$ cat src/rtl/vga_value_scheduler.sv
// ============================================================================
// Module   : vga_value_scheduler
// Purpose  : Debounces the board switches and commits the displayed 4-bit value
//            only at vertical-sync start; optional auto-step mode for demos.
// Revision : 1.0 - initial release
// ============================================================================
`default_nettype none

module vga_value_scheduler #(
  parameter int DEBOUNCE_CYCLES = 500000,
  parameter int FRAMES_PER_STEP = 60,
  parameter bit VS_ACTIVE_LOW   = 1'b1
) (
  input  logic       clk_fpga,
  input  logic       reset,
  input  logic [3:0] sw_value,
  input  logic       auto_mode,
  input  logic       vga_vs,
  output logic [3:0] value,
  output logic       frame_tick,
  output logic       pending
);

  localparam int c_DB_W = (DEBOUNCE_CYCLES > 1) ? $clog2(DEBOUNCE_CYCLES) : 1;
  localparam int c_FR_W = (FRAMES_PER_STEP > 1) ? $clog2(FRAMES_PER_STEP) : 1;
  localparam logic [c_DB_W-1:0] c_DB_MAX = c_DB_W'(DEBOUNCE_CYCLES - 1);
  localparam logic [c_FR_W-1:0] c_FR_MAX = c_FR_W'(FRAMES_PER_STEP - 1);
  localparam logic c_VS_IDLE = VS_ACTIVE_LOW;

  typedef enum logic [0:0] {
    ST_IDLE    = 1'b0,
    ST_PENDING = 1'b1
  } state_t;

  logic [3:0]        r_sw_s1, r_sw_s2;
  logic              r_auto_s1, r_auto_s2, r_auto_prev;
  logic              r_vs_s1, r_vs_s2, r_vs_s3;
  logic [3:0]        r_cand;
  logic [c_DB_W-1:0] r_cnt;
  logic [c_FR_W-1:0] r_fcnt;
  logic [3:0]        r_value;
  logic              r_frame_tick;
  logic              r_pending;
  state_t            r_state;

  logic w_vs_start;
  logic w_stable;

  // XOR with the idle level turns either polarity into "1 = asserted".
  assign w_vs_start = (r_vs_s2 ^ c_VS_IDLE) & ~(r_vs_s3 ^ c_VS_IDLE);
  assign w_stable   = (r_cnt == c_DB_MAX) && (r_sw_s2 == r_cand);

  always_ff @(posedge clk_fpga or negedge reset) begin
    if (!reset) begin
      r_sw_s1      <= '0;
      r_sw_s2      <= '0;
      r_auto_s1    <= 1'b0;
      r_auto_s2    <= 1'b0;
      r_auto_prev  <= 1'b0;
      r_vs_s1      <= c_VS_IDLE;
      r_vs_s2      <= c_VS_IDLE;
      r_vs_s3      <= c_VS_IDLE;
      r_cand       <= '0;
      r_cnt        <= '0;
      r_fcnt       <= '0;
      r_value      <= '0;
      r_frame_tick <= 1'b0;
      r_pending    <= 1'b0;
      r_state      <= ST_IDLE;
    end else begin
      r_sw_s1      <= sw_value;
      r_sw_s2      <= r_sw_s1;
      r_auto_s1    <= auto_mode;
      r_auto_s2    <= r_auto_s1;
      r_auto_prev  <= r_auto_s2;
      r_vs_s1      <= vga_vs;
      r_vs_s2      <= r_vs_s1;
      r_vs_s3      <= r_vs_s2;
      r_frame_tick <= w_vs_start;

      if (r_sw_s2 != r_cand) begin
        r_cand <= r_sw_s2;
        r_cnt  <= '0;
      end else if (r_cnt != c_DB_MAX) begin
        r_cnt <= r_cnt + 1'b1;
      end

      if (r_auto_s2 != r_auto_prev) begin
        r_fcnt    <= '0;
        r_state   <= ST_IDLE;
        r_pending <= 1'b0;
      end else if (r_auto_s2) begin
        r_state   <= ST_IDLE;
        r_pending <= 1'b0;
        if (r_frame_tick) begin
          if (r_fcnt == c_FR_MAX) begin
            r_value <= r_value + 4'd1;
            r_fcnt  <= '0;
          end else begin
            r_fcnt <= r_fcnt + 1'b1;
          end
        end
      end else begin
        case (r_state)
          ST_IDLE: begin
            if (w_stable && (r_cand != r_value)) begin
              r_state   <= ST_PENDING;
              r_pending <= 1'b1;
            end
          end
          ST_PENDING: begin
            // A bouncing switch at frame start defers the commit to a later frame.
            if (r_frame_tick && w_stable) begin
              r_value   <= r_cand;
              r_state   <= ST_IDLE;
              r_pending <= 1'b0;
            end else if (w_stable && (r_cand == r_value)) begin
              r_state   <= ST_IDLE;
              r_pending <= 1'b0;
            end
          end
          default: begin
            r_state   <= ST_IDLE;
            r_pending <= 1'b0;
          end
        endcase
      end
    end
  end

  assign value      = r_value;
  assign frame_tick = r_frame_tick;
  assign pending    = r_pending;

endmodule

`default_nettype wire

$ cat config.mk
export PLATFORM = sky130hd
export DESIGN_NAME = vga_value_scheduler
export DESIGN_NICKNAME = d
export VERILOG_FILES = /design/src/rtl/vga_value_scheduler.sv
export SDC_FILE = /design/constraint.sdc
export NUM_CORES = 1
export LEC_CHECK = 0
export ABC_CLOCK_PERIOD_IN_PS = 2800
export CAP_MARGIN = 20
export CORE_UTILIZATION = 40
export DETAILED_ROUTE_END_ITERATION = 6
export GPL_TIMING_DRIVEN = 0
export PLACE_DENSITY = 0.54
export SLEW_MARGIN = 15
export SYNTH_ARGS = -nofsm -noshare
export SYNTH_HDL_FRONTEND = slang
export SYNTH_SLANG_ARGS = --single-unit
$ cat constraint.sdc
create_clock -name clk_fpga -period 2.8 [get_ports clk_fpga]
set_input_delay 0.56 -clock clk_fpga [delete_from_list [all_inputs] [get_ports clk_fpga]]
set_output_delay 0.56 -clock clk_fpga [all_outputs]
set_load 0.01 [all_outputs]
# After elaboration in Yosys (flattened, before gate mapping)
# Index checks and enable logic that the tools add are counted.
# W data, S select, Z words.
# word_totals
reg_bits,50
in_bits,8
# op_classes
bitwise,4
n_mux,23
eq_ne,12
reduce_logical,12
addsub,3
# op_table
op,n
$mux W19,2
$mux W6,4
$mux W4,5
$add A19 B1 Y19 const B,1
$eq A19 B19 Y1 const B,1
$ne A19 B19 Y1 const B,1
$mux W1,10
$reduce_bool A2 Y1,5
$eq A4 B4 Y1,2
$ne A4 B4 Y1,2
$add A6 B1 Y6 const B,1
$eq A6 B6 Y1 const B,1
$ne A5 B2 Y1 const B,1
$reduce_and A5 Y1,1
$add A4 B1 Y4 const B,1
$logic_and A1 B1 Y1,4
$ne A2 B1 Y1 const B,2
$ne A4 B4 Y1 const B,1
$pmux W1 S2,2
$reduce_and A2 Y1,2
$not A1 Y1,3
$and A1 B1 Y1,1
$ne A1 B1 Y1,1

# Longest topological paths before layout
# depth
depth_word,8
ltp_mapped,8

# Worst setup path before layout
# No wires, ideal clock.
# synth_timing
path_type,flip-flop to flip-flop
from,register r_cnt[7]
to,register r_value[1] (netlist: value[1])
synth_period_minus_slack_ns,2.202
setup_ns,0.125
path_stages_with_launch,7
required_ns,2.675
t_arrival_ns,2.077
setup_slack_ns,0.598
path_cell_list,dfrtp_1 or4b_1 or3_1 buf_6 nor4_4 nor2_2 mux2_4
# synth_between
elab_chain_len,5
# synth_rtl
element,line,text
from (decl),39,logic [c_DB_W-1:0] r_cnt;
from (signal assigned),85,r_cnt <= r_cnt + 1'b1;
$eq A19 B19 Y1,51,assign w_stable = (r_cnt == c_DB_MAX) && (r_sw_s2 == r_cand);
$logic_and A1 B1 Y1,51,
$logic_and A1 B1 Y1,113,if (r_frame_tick && w_stable) begin
$reduce_bool A2 Y1 (no source line),--,
$reduce_and A5 Y1 (no source line),--,
to (signal assigned),97,r_value <= r_value + 4'd1;
to (signal assigned),114,r_value <= r_cand;
to (decl),41,logic [3:0] r_value;
# Every way passes these cells.
# A chain may end at the register's enable or synchronous reset.

# Final worst setup path
# layout_timing
from,register r_auto_s2
to,register r_value[1] (netlist: value[1])
# layout_between
elab_chain_len,3
word_cells_on_any_way,8
# layout_rtl
element,line,text
from (decl),36,"logic r_auto_s1, r_auto_s2, r_auto_prev;"
from (signal assigned),74,r_auto_s2 <= r_auto_s1;
$ne A1 B1 Y1,88,if (r_auto_s2 != r_auto_prev) begin
$not A1 Y1 (no source line),--,
$reduce_and A5 Y1 (no source line),--,
# Several ways; a longest one is shown, not always the timed one.

==> impl_table.tex <==
\begin{tabular}{lr}
\hline
Metric & Value \\
\hline
\multicolumn{2}{l}{\textbf{Outcome}} \\
\quad Outcome & completed \\
\multicolumn{2}{l}{\textbf{Cells and area}} \\
\quad Final net count & between 200 and 300 \\
\quad Area of combinational cells with multiple inputs & 978 um2 \\
\quad Filler cell count in the final layout & 556 \\
\quad Ant. Diodes & 0 \\
\quad Final standard cell utilization of the core & 47.4\% \\
\quad Area growth from synthesis to final layout & 14.1\% \\
\quad Layout cells sized above 1 & 8.79\% \\
\quad Sequential cell area & 1250 um2 \\
\quad Non-filler cells, final & 311 \\
\multicolumn{2}{l}{\textbf{Floorplanning}} \\
\quad Die Footprint & 6060 um2 \\
\quad Number of top-level pins & 14 \\
\quad Cell Rows & 27 \\
\quad Die width & 77.8 um \\
\quad Area of the core & 5540 um2 \\
\quad Die span in y & 77.8 um \\
\quad Initial cell density of the core & 41.5\% \\
\multicolumn{2}{l}{\textbf{Power}} \\
\quad Clock network power share & 31.2\% \\
\quad Switching power & 343 uW \\
\quad VDD IR max & between 0.2 and 0.25 mV \\
\quad Static leakage & roughly 0.0010 uW \\
\quad Switching Share & approximately 26\% \\
\quad Internal Pwr Total & 995 uW \\
\quad Flop pwr share & 59.9\% \\
\quad Total power of the final layout & about 1300 uW \\
\quad Fraction of power consumed by combinational cells & under 10\% \\
\quad Ratio of total power to cell area & 509 nW/um2 \\
\multicolumn{2}{l}{\textbf{Drt}} \\
\quad Number of search-and-repair iterations in the first detailed-routing pass & 4 \\
\quad DRT Wirelength & 3930 um \\
\quad Number of remaining DRC errors & 0 \\
\quad DR vias & 1535 \\
\quad Routed via count divided by cell count & 4.94 \\
\quad Iter 0 DRT Violations & 40 \\
\quad Number of nets still failing antenna checks after routing & 0 \\
\quad Routed WL per cell & 12.6 um \\
\multicolumn{2}{l}{\textbf{Placement}} \\
\quad GPL Wtd Cong & 0.743 \\
\quad Dpl cells & 303 \\
\quad Total of buffers placed on input and output ports & 13 \\
\quad Post-detailed-placement half-perimeter wirelength & between 2000 and 3000 um \\
\quad Worst slack at placement & around 420 ps \\
\multicolumn{2}{l}{\textbf{Flow run}} \\
\quad Reported max-cap violation count & 0 \\
\multicolumn{2}{l}{\textbf{Worst setup path}} \\
\quad WS Path Type & reg2reg \\
\quad Crit path DAT & approximately 2600 ps \\
\quad Data required time of the worst path & 3000 ps \\
\quad Setup crit end kind & flop \\
\quad Sort of element at the start of the critical path & flop \\
\quad Largest fanout on the critical path & 8 \\
\quad Cell depth of the worst flop-to-flop path & 8 \\
\multicolumn{2}{l}{\textbf{Timing}} \\
\quad Achievable clock frequency & 421 MHz \\
\quad Worst slew margin relative to its limit & 67.4\% \\
\quad Hold Vio Cnt, Final & 0 \\
\quad Worst Clk Skew & 7.31 ps \\
\quad Fraction of the cycle the final worst path needs & 84.9\% \\
\quad Period minus WS final & between 2000 and 2500 ps \\
\quad Setup violators final & 0 \\
\quad Final worst slack & approximately 420 ps \\
\quad Worst Tran Pin Value & around 500 ps \\
\quad Final Max Tran Viols & 0 \\
\quad Setup repair after global routing missed its margin & false \\
\quad Setup TNS after final layout & 0 ps \\
\multicolumn{2}{l}{\textbf{Synth}} \\
\quad Count of cell types in the netlist & 40 \\
\quad Gate Count Post-Synth & $\sim$220 \\
\quad Average cell area after synthesis & 10.6 um2 \\
\quad Syn Std Cell Area & 2300 um2 \\
\quad Sequential cell area fraction in the yosys report & 54.5\% \\
\quad Synthesized flop and latch total & 50 \\
\quad Yosys synthesis warning count & 0 \\
\quad Synthesized Nets & 229 \\
\multicolumn{2}{l}{\textbf{CTS}} \\
\quad Cells resized by post-CTS repair & 0 \\
\quad Clock H-tree levels & 2 \\
\quad Clk Latency, worst-skew pair & 300 ps \\
\quad Number of buffers added to fix hold violations after cts & 0 \\
\quad Cell chosen for the clock root & clkbuf\_8 \\
\quad Sinks on Clock Net & 50 \\
\quad Clock Path Buffers & 2 \\
\quad Register clock-pin slew on the reported worst setup and hold paths & around 90 ps \\
\quad Setup Buffers After CTS & 0 \\
\quad CTS Buf Count & 5 \\
\quad Clock tree from TritonCTS & yes \\
\multicolumn{2}{l}{\textbf{GRT}} \\
\quad Overall Global Routing Usage & 15.1\% \\
\quad Pin count of the biggest net entering global routing & 32 \\
\quad Met3 GRT Util & 3.53\% \\
\quad Global-route wire length before repair & roughly 7000 um \\
\quad Met1 usage & 21.1\% \\
\quad Met2 Use GR & between 20\% and 30\% \\
\quad Grt ovf & 0 \\
\quad Vias in the first global route & approximately 1500 \\
\quad Peak-usage layer in the global routing report & met2 \\
\quad Number of antenna violations at the first check in global routing & 0 \\
\multicolumn{2}{l}{\textbf{Min path}} \\
\quad Hold/Removal Path Class & in2async \\
\hline
\end{tabular}
[synthesized netlist by cell type, drive strengths merged]
master | n | share of area, %
o21ai | 10 | 2.2
nand4 | 10 | 2.7
a21boi | 2 | 0.65
or4b | 1 | 0.44
nand3 | 9 | 2.0
nor3 | 6 | 1.5
nor2 | 31 | 5.2
ha | 4 | 2.2
mux2i | 5 | 2.2
or4 | 1 | 0.33
xnor2 | 19 | 7.2
dfstp | 3 | 3.4
nand3b | 1 | 0.33
o2111ai | 1 | 0.38
o211ai | 1 | 0.33
o21bai | 2 | 0.65
inv | 7 | 1.1
and3 | 1 | 0.27
nand2 | 12 | 2.0
mux2 | 2 | 1.1
nor2b | 1 | 0.27
a21oi | 4 | 0.87
buf | 1 | 0.49
or3 | 7 | 1.9
clkbuf | 8 | 1.3
dfrtp | 47 | 51
nand2b | 3 | 0.82
o21ba | 1 | 0.44
xor2 | 9 | 3.4
nor4 | 4 | 2.0
or2 | 1 | 0.27
a31oi | 2 | 0.54
o221ai | 1 | 0.38
[layout make-up]
cell class	count	share of cell area, %
well taps	72	3.43
clock buffers	5	2.62
flip-flops and latches	50	47.8
inverters	7	1.00
clock inverters	3	0.810
plain buffers	9	1.57
repair buffers	14	5.53
multi-input cells	151	37.3
[per-layer routing]
metal  vias to the layer above  part of all wire (%)
met5                         -                     0
met1                       729                    54
met2                        16                    42
met3                         6                   2.6
li1                        784                     -
met4                         0                   1.3
[through the flow]
| step | hold slack [ps] | cell area, um2 |
|---|---|---|
| floorplan | 264 | 2300 |
| global placement | 332 | 2520 |
| detailed placement | 335 | 2540 |
| CTS | 220 | 2630 |
| global route | 227 | 2630 |
| finish | 203 | 2630 |
[critical path, stage by stage (launching register included)]
cell and delay (ps):
dfrtp_1 350, clkbuf_1 290, inv_1 170, ha_1 420, nor2_1 200, nand3_1 140
nor4_4 300, nor2_2 90, mux2_4 300
[final timing paths]
check	from	end	slack (ps)
max reg2reg	r_auto_s2$_DFF_PN0_	value[1]$_DFFE_PN0P_	420
min in group clk_fpga	r_sw_s1[1]$_DFF_PN0_	r_sw_s2[1]$_DFF_PN0_	350
min reg2reg	r_sw_s1[1]$_DFF_PN0_	r_sw_s2[1]$_DFF_PN0_	350
max	r_auto_s2$_DFF_PN0_	value[1]$_DFFE_PN0P_	420
max in group asynchronous	reset	r_vs_s3$_DFF_PN1_	2000
min	reset	r_fcnt[4]$_DFFE_PN0P_	200
[power by group through the flow]
stage	sequential, uW	combinational (uW)	clock (uW)
2_1_floorplan	808	75.1	0
3_3_place_gp	816	117	0
3_5_place_dp	817	121	0
4_1_cts	803	122	437
5_1_grt	808	139	467
6_report	801	118	418
[cell usage in the layout, fill, tap and decap left out, drive strengths merged, types with 9 or more instances in the layout]
cell	synthesis	layout
nand2	12	12
xor2	9	9
nand3	9	9
xnor2	19	19
clkbuf	8	13
dfrtp	47	47
o21ai	10	10
nor2	31	31
nand4	10	10
clkdlybuf4s50	0	12
[logic make-up (layout without fill, tap and decap cells)]
kind of cell	count (synthesis)	in the layout	synth area share, %
fa+ha+maj	4	4	2.18
mux	7	7	3.32
compound gates	24	24	6.42
simple gates	88	88	20.0
xor+xnor	28	28	10.7
buf+inv	16	38	2.94
flops	50	50	54.5
[sequential cells by signal, indices dropped and copies added, names as in the netlist, 4 cells and up]
name	count
r_cnt	19
r_fcnt	6
r_cand	4
r_sw_s1	4
r_sw_s2	4
value	4
Note: power is estimated with default switching activity, not from simulation.
==> variant, RTL diff (same settings) <==
Add an input register stage for `sw_value`, `auto_mode` and `vga_vs`; this delays them by one clock.
--- a/src/rtl/vga_value_scheduler.sv
+++ b/src/rtl/vga_value_scheduler.sv
@@ -33,2 +33,12 @@
   } state_t;
+
+  logic [3:0] sw_value_q;
+  logic auto_mode_q;
+  logic vga_vs_q;
+
+  always_ff @(posedge clk_fpga) begin
+    sw_value_q  <= sw_value;
+    auto_mode_q <= auto_mode;
+    vga_vs_q    <= vga_vs;
+  end
 
@@ -70,8 +80,8 @@
     end else begin
-      r_sw_s1      <= sw_value;
+      r_sw_s1      <= sw_value_q;
       r_sw_s2      <= r_sw_s1;
-      r_auto_s1    <= auto_mode;
+      r_auto_s1    <= auto_mode_q;
       r_auto_s2    <= r_auto_s1;
       r_auto_prev  <= r_auto_s2;
-      r_vs_s1      <= vga_vs;
+      r_vs_s1      <= vga_vs_q;
       r_vs_s2      <= r_vs_s1;
Formal check against the unedited RTL: not equivalent (Yosys sat finds a counterexample within 4 cycles, from zero or initial values and one cycle with reset low).
==> variant against the unedited design <==
  * Sequential cell count up 6
  * Synthesized area up 4.5%
  * Die area up 4.4%
  * Via count down 0.72%
  * Total power up 11%
  * Clock skew down 0.0016 ns
  * Setup slack worse by 0.10 ns
  * Routed wire length down 4.3%
  * Final area up 4.2%
  * Global-route usage down 1.2 points
  * Non-clock buffer count unchanged
==> variant: results (changes against the unedited design) <==
| Metric | Value |
|---|---|
| Clock edge transition at the registers on the reported setup and hold paths | `0.11 ns (+0.02 ns)` |
| Reg2Reg Depth | `7 (-1)` |
| Compound-cell area share of the yosys netlist | `4.995% (-1.4 points)` |
| Total number of vias | `1524 (-0.72%)` |
| Wire length of the first global-routing pass | `6824 um (-3.6%)` |
| Most frequent cells after synthesis | `47 x sky130_fd_sc_hd__dfrtp_1, 32 x sky130_fd_sc_hd__nor2_1, 19 x sky130_fd_sc_hd__xor2_1` |
| Area contributors post-synth | `sky130_fd_sc_hd__dfrtp_1 49%, sky130_fd_sc_hd__xor2_1 6.9%, sky130_fd_sc_hd__dfxtp_1 5.0%, sky130_fd_sc_hd__nor2_1 5.0%, sky130_fd_sc_hd__xnor2_1 4.0%` |
| Crit path max fanout | `9 (+1)` |
| Detailed Route Iter0 Violations | `83 (+110%)` |
| Slowest cell on the critical path | `sky130_fd_sc_hd__nor4_1` |
| Synth Net Count | `222 (-3.1%)` |
| Half-perimeter wire length of the detailed placement result | `2713 um (-5.0%)` |
| Peak supply drop | `0.3596 mV (+45%)` |
| Layout cells sized above 1 | `10.78% (+2.0 points)` |
| Largest incremental delay on the critical path | `0.53 ns (+0.11 ns)` |
| Proportion of synthesized flip-flops having asynchronous set or reset | `89.29% (-11 points)` |
| Number of nets in the layout | `243 (-2.8%)` |
| Outcome | `completed` |
| Maximum operating frequency | `403.2 MHz (-4.2%)` |
| Post-detailed-routing wire length | `3761 um (-4.3%)` |
| Total GRT Usage | `13.91% (-1.2 points)` |
| Clock skew | `0.005725 ns (-0.001589 ns)` |
| Part of the Yosys area used for sequential elements | `57.18% (+2.6 points)` |
| Mux share of post-synthesis cell area | `3.174% (-0.14 points)` |
| Fraction of synthesized cell area in xor and xnor cells | `10.93% (+0.27 points)` |
==> variant: changes by cell type after synthesis, moves of 3 or more <==
cell / unedited run / this run
sky130_fd_sc_hd__xnor2_1: 19 / 11
sky130_fd_sc_hd__xor2_1: 9 / 19
sky130_fd_sc_hd__dfxtp_1: 0 / 6
sky130_fd_sc_hd__nand3_1: 9 / 6
sky130_fd_sc_hd__or3_1: 7 / 1
sky130_fd_sc_hd__o21ai_1: 4 / 0
sky130_fd_sc_hd__and3_1: 1 / 4
==> variant: through the flow <==
step / cells / hold slack (ns)
finish: 304 / 0.2269
global route: 304 / 0.2643
CTS: 304 / 0.2445
detailed placement: 296 / 0.2861
global placement: 295 / 0.2854
floorplan: 210 / 0.2644
==> variant: where the power goes <==
| part | internal, mW | switching [mW] | total (mW) |
|---|---|---|---|
| clock network | 0.189 | 0.283 | 0.472 |
| registers | 0.853 | 0.0378 | 0.891 |
| logic | 0.0576 | 0.0630 | 0.121 |
| total | 1.10 | 0.384 | 1.48 |
==> variant: final cells by class <==
type / instances / area (sq um)
plain buffers: 9 / 33.78
clock buffers: 5 / 68.82
clock inverters: 3 / 28.78
fillers: 522 / 2904
inverters: 6 / 22.52
multi-input cells: 139 / 973.4
flip-flops and latches: 56 / 1375
well taps: 72 / 90.09
repair buffers: 14 / 145.1
==> variant: routing by layer <==
metal  track usage, %  wire [um]
met5                0          0
met4            4.909         46
met3            3.429        106
met2            21.97       1662
met1            18.49       1944
==> variant: critical path, delay by kind of cell (launching register included) <==
family,cells,cell delay [ns]
fa+ha+maj,1,0.31
mux,1,0.32
buf+inv,3,0.71
flops,1,0.35
simple gates,2,0.68
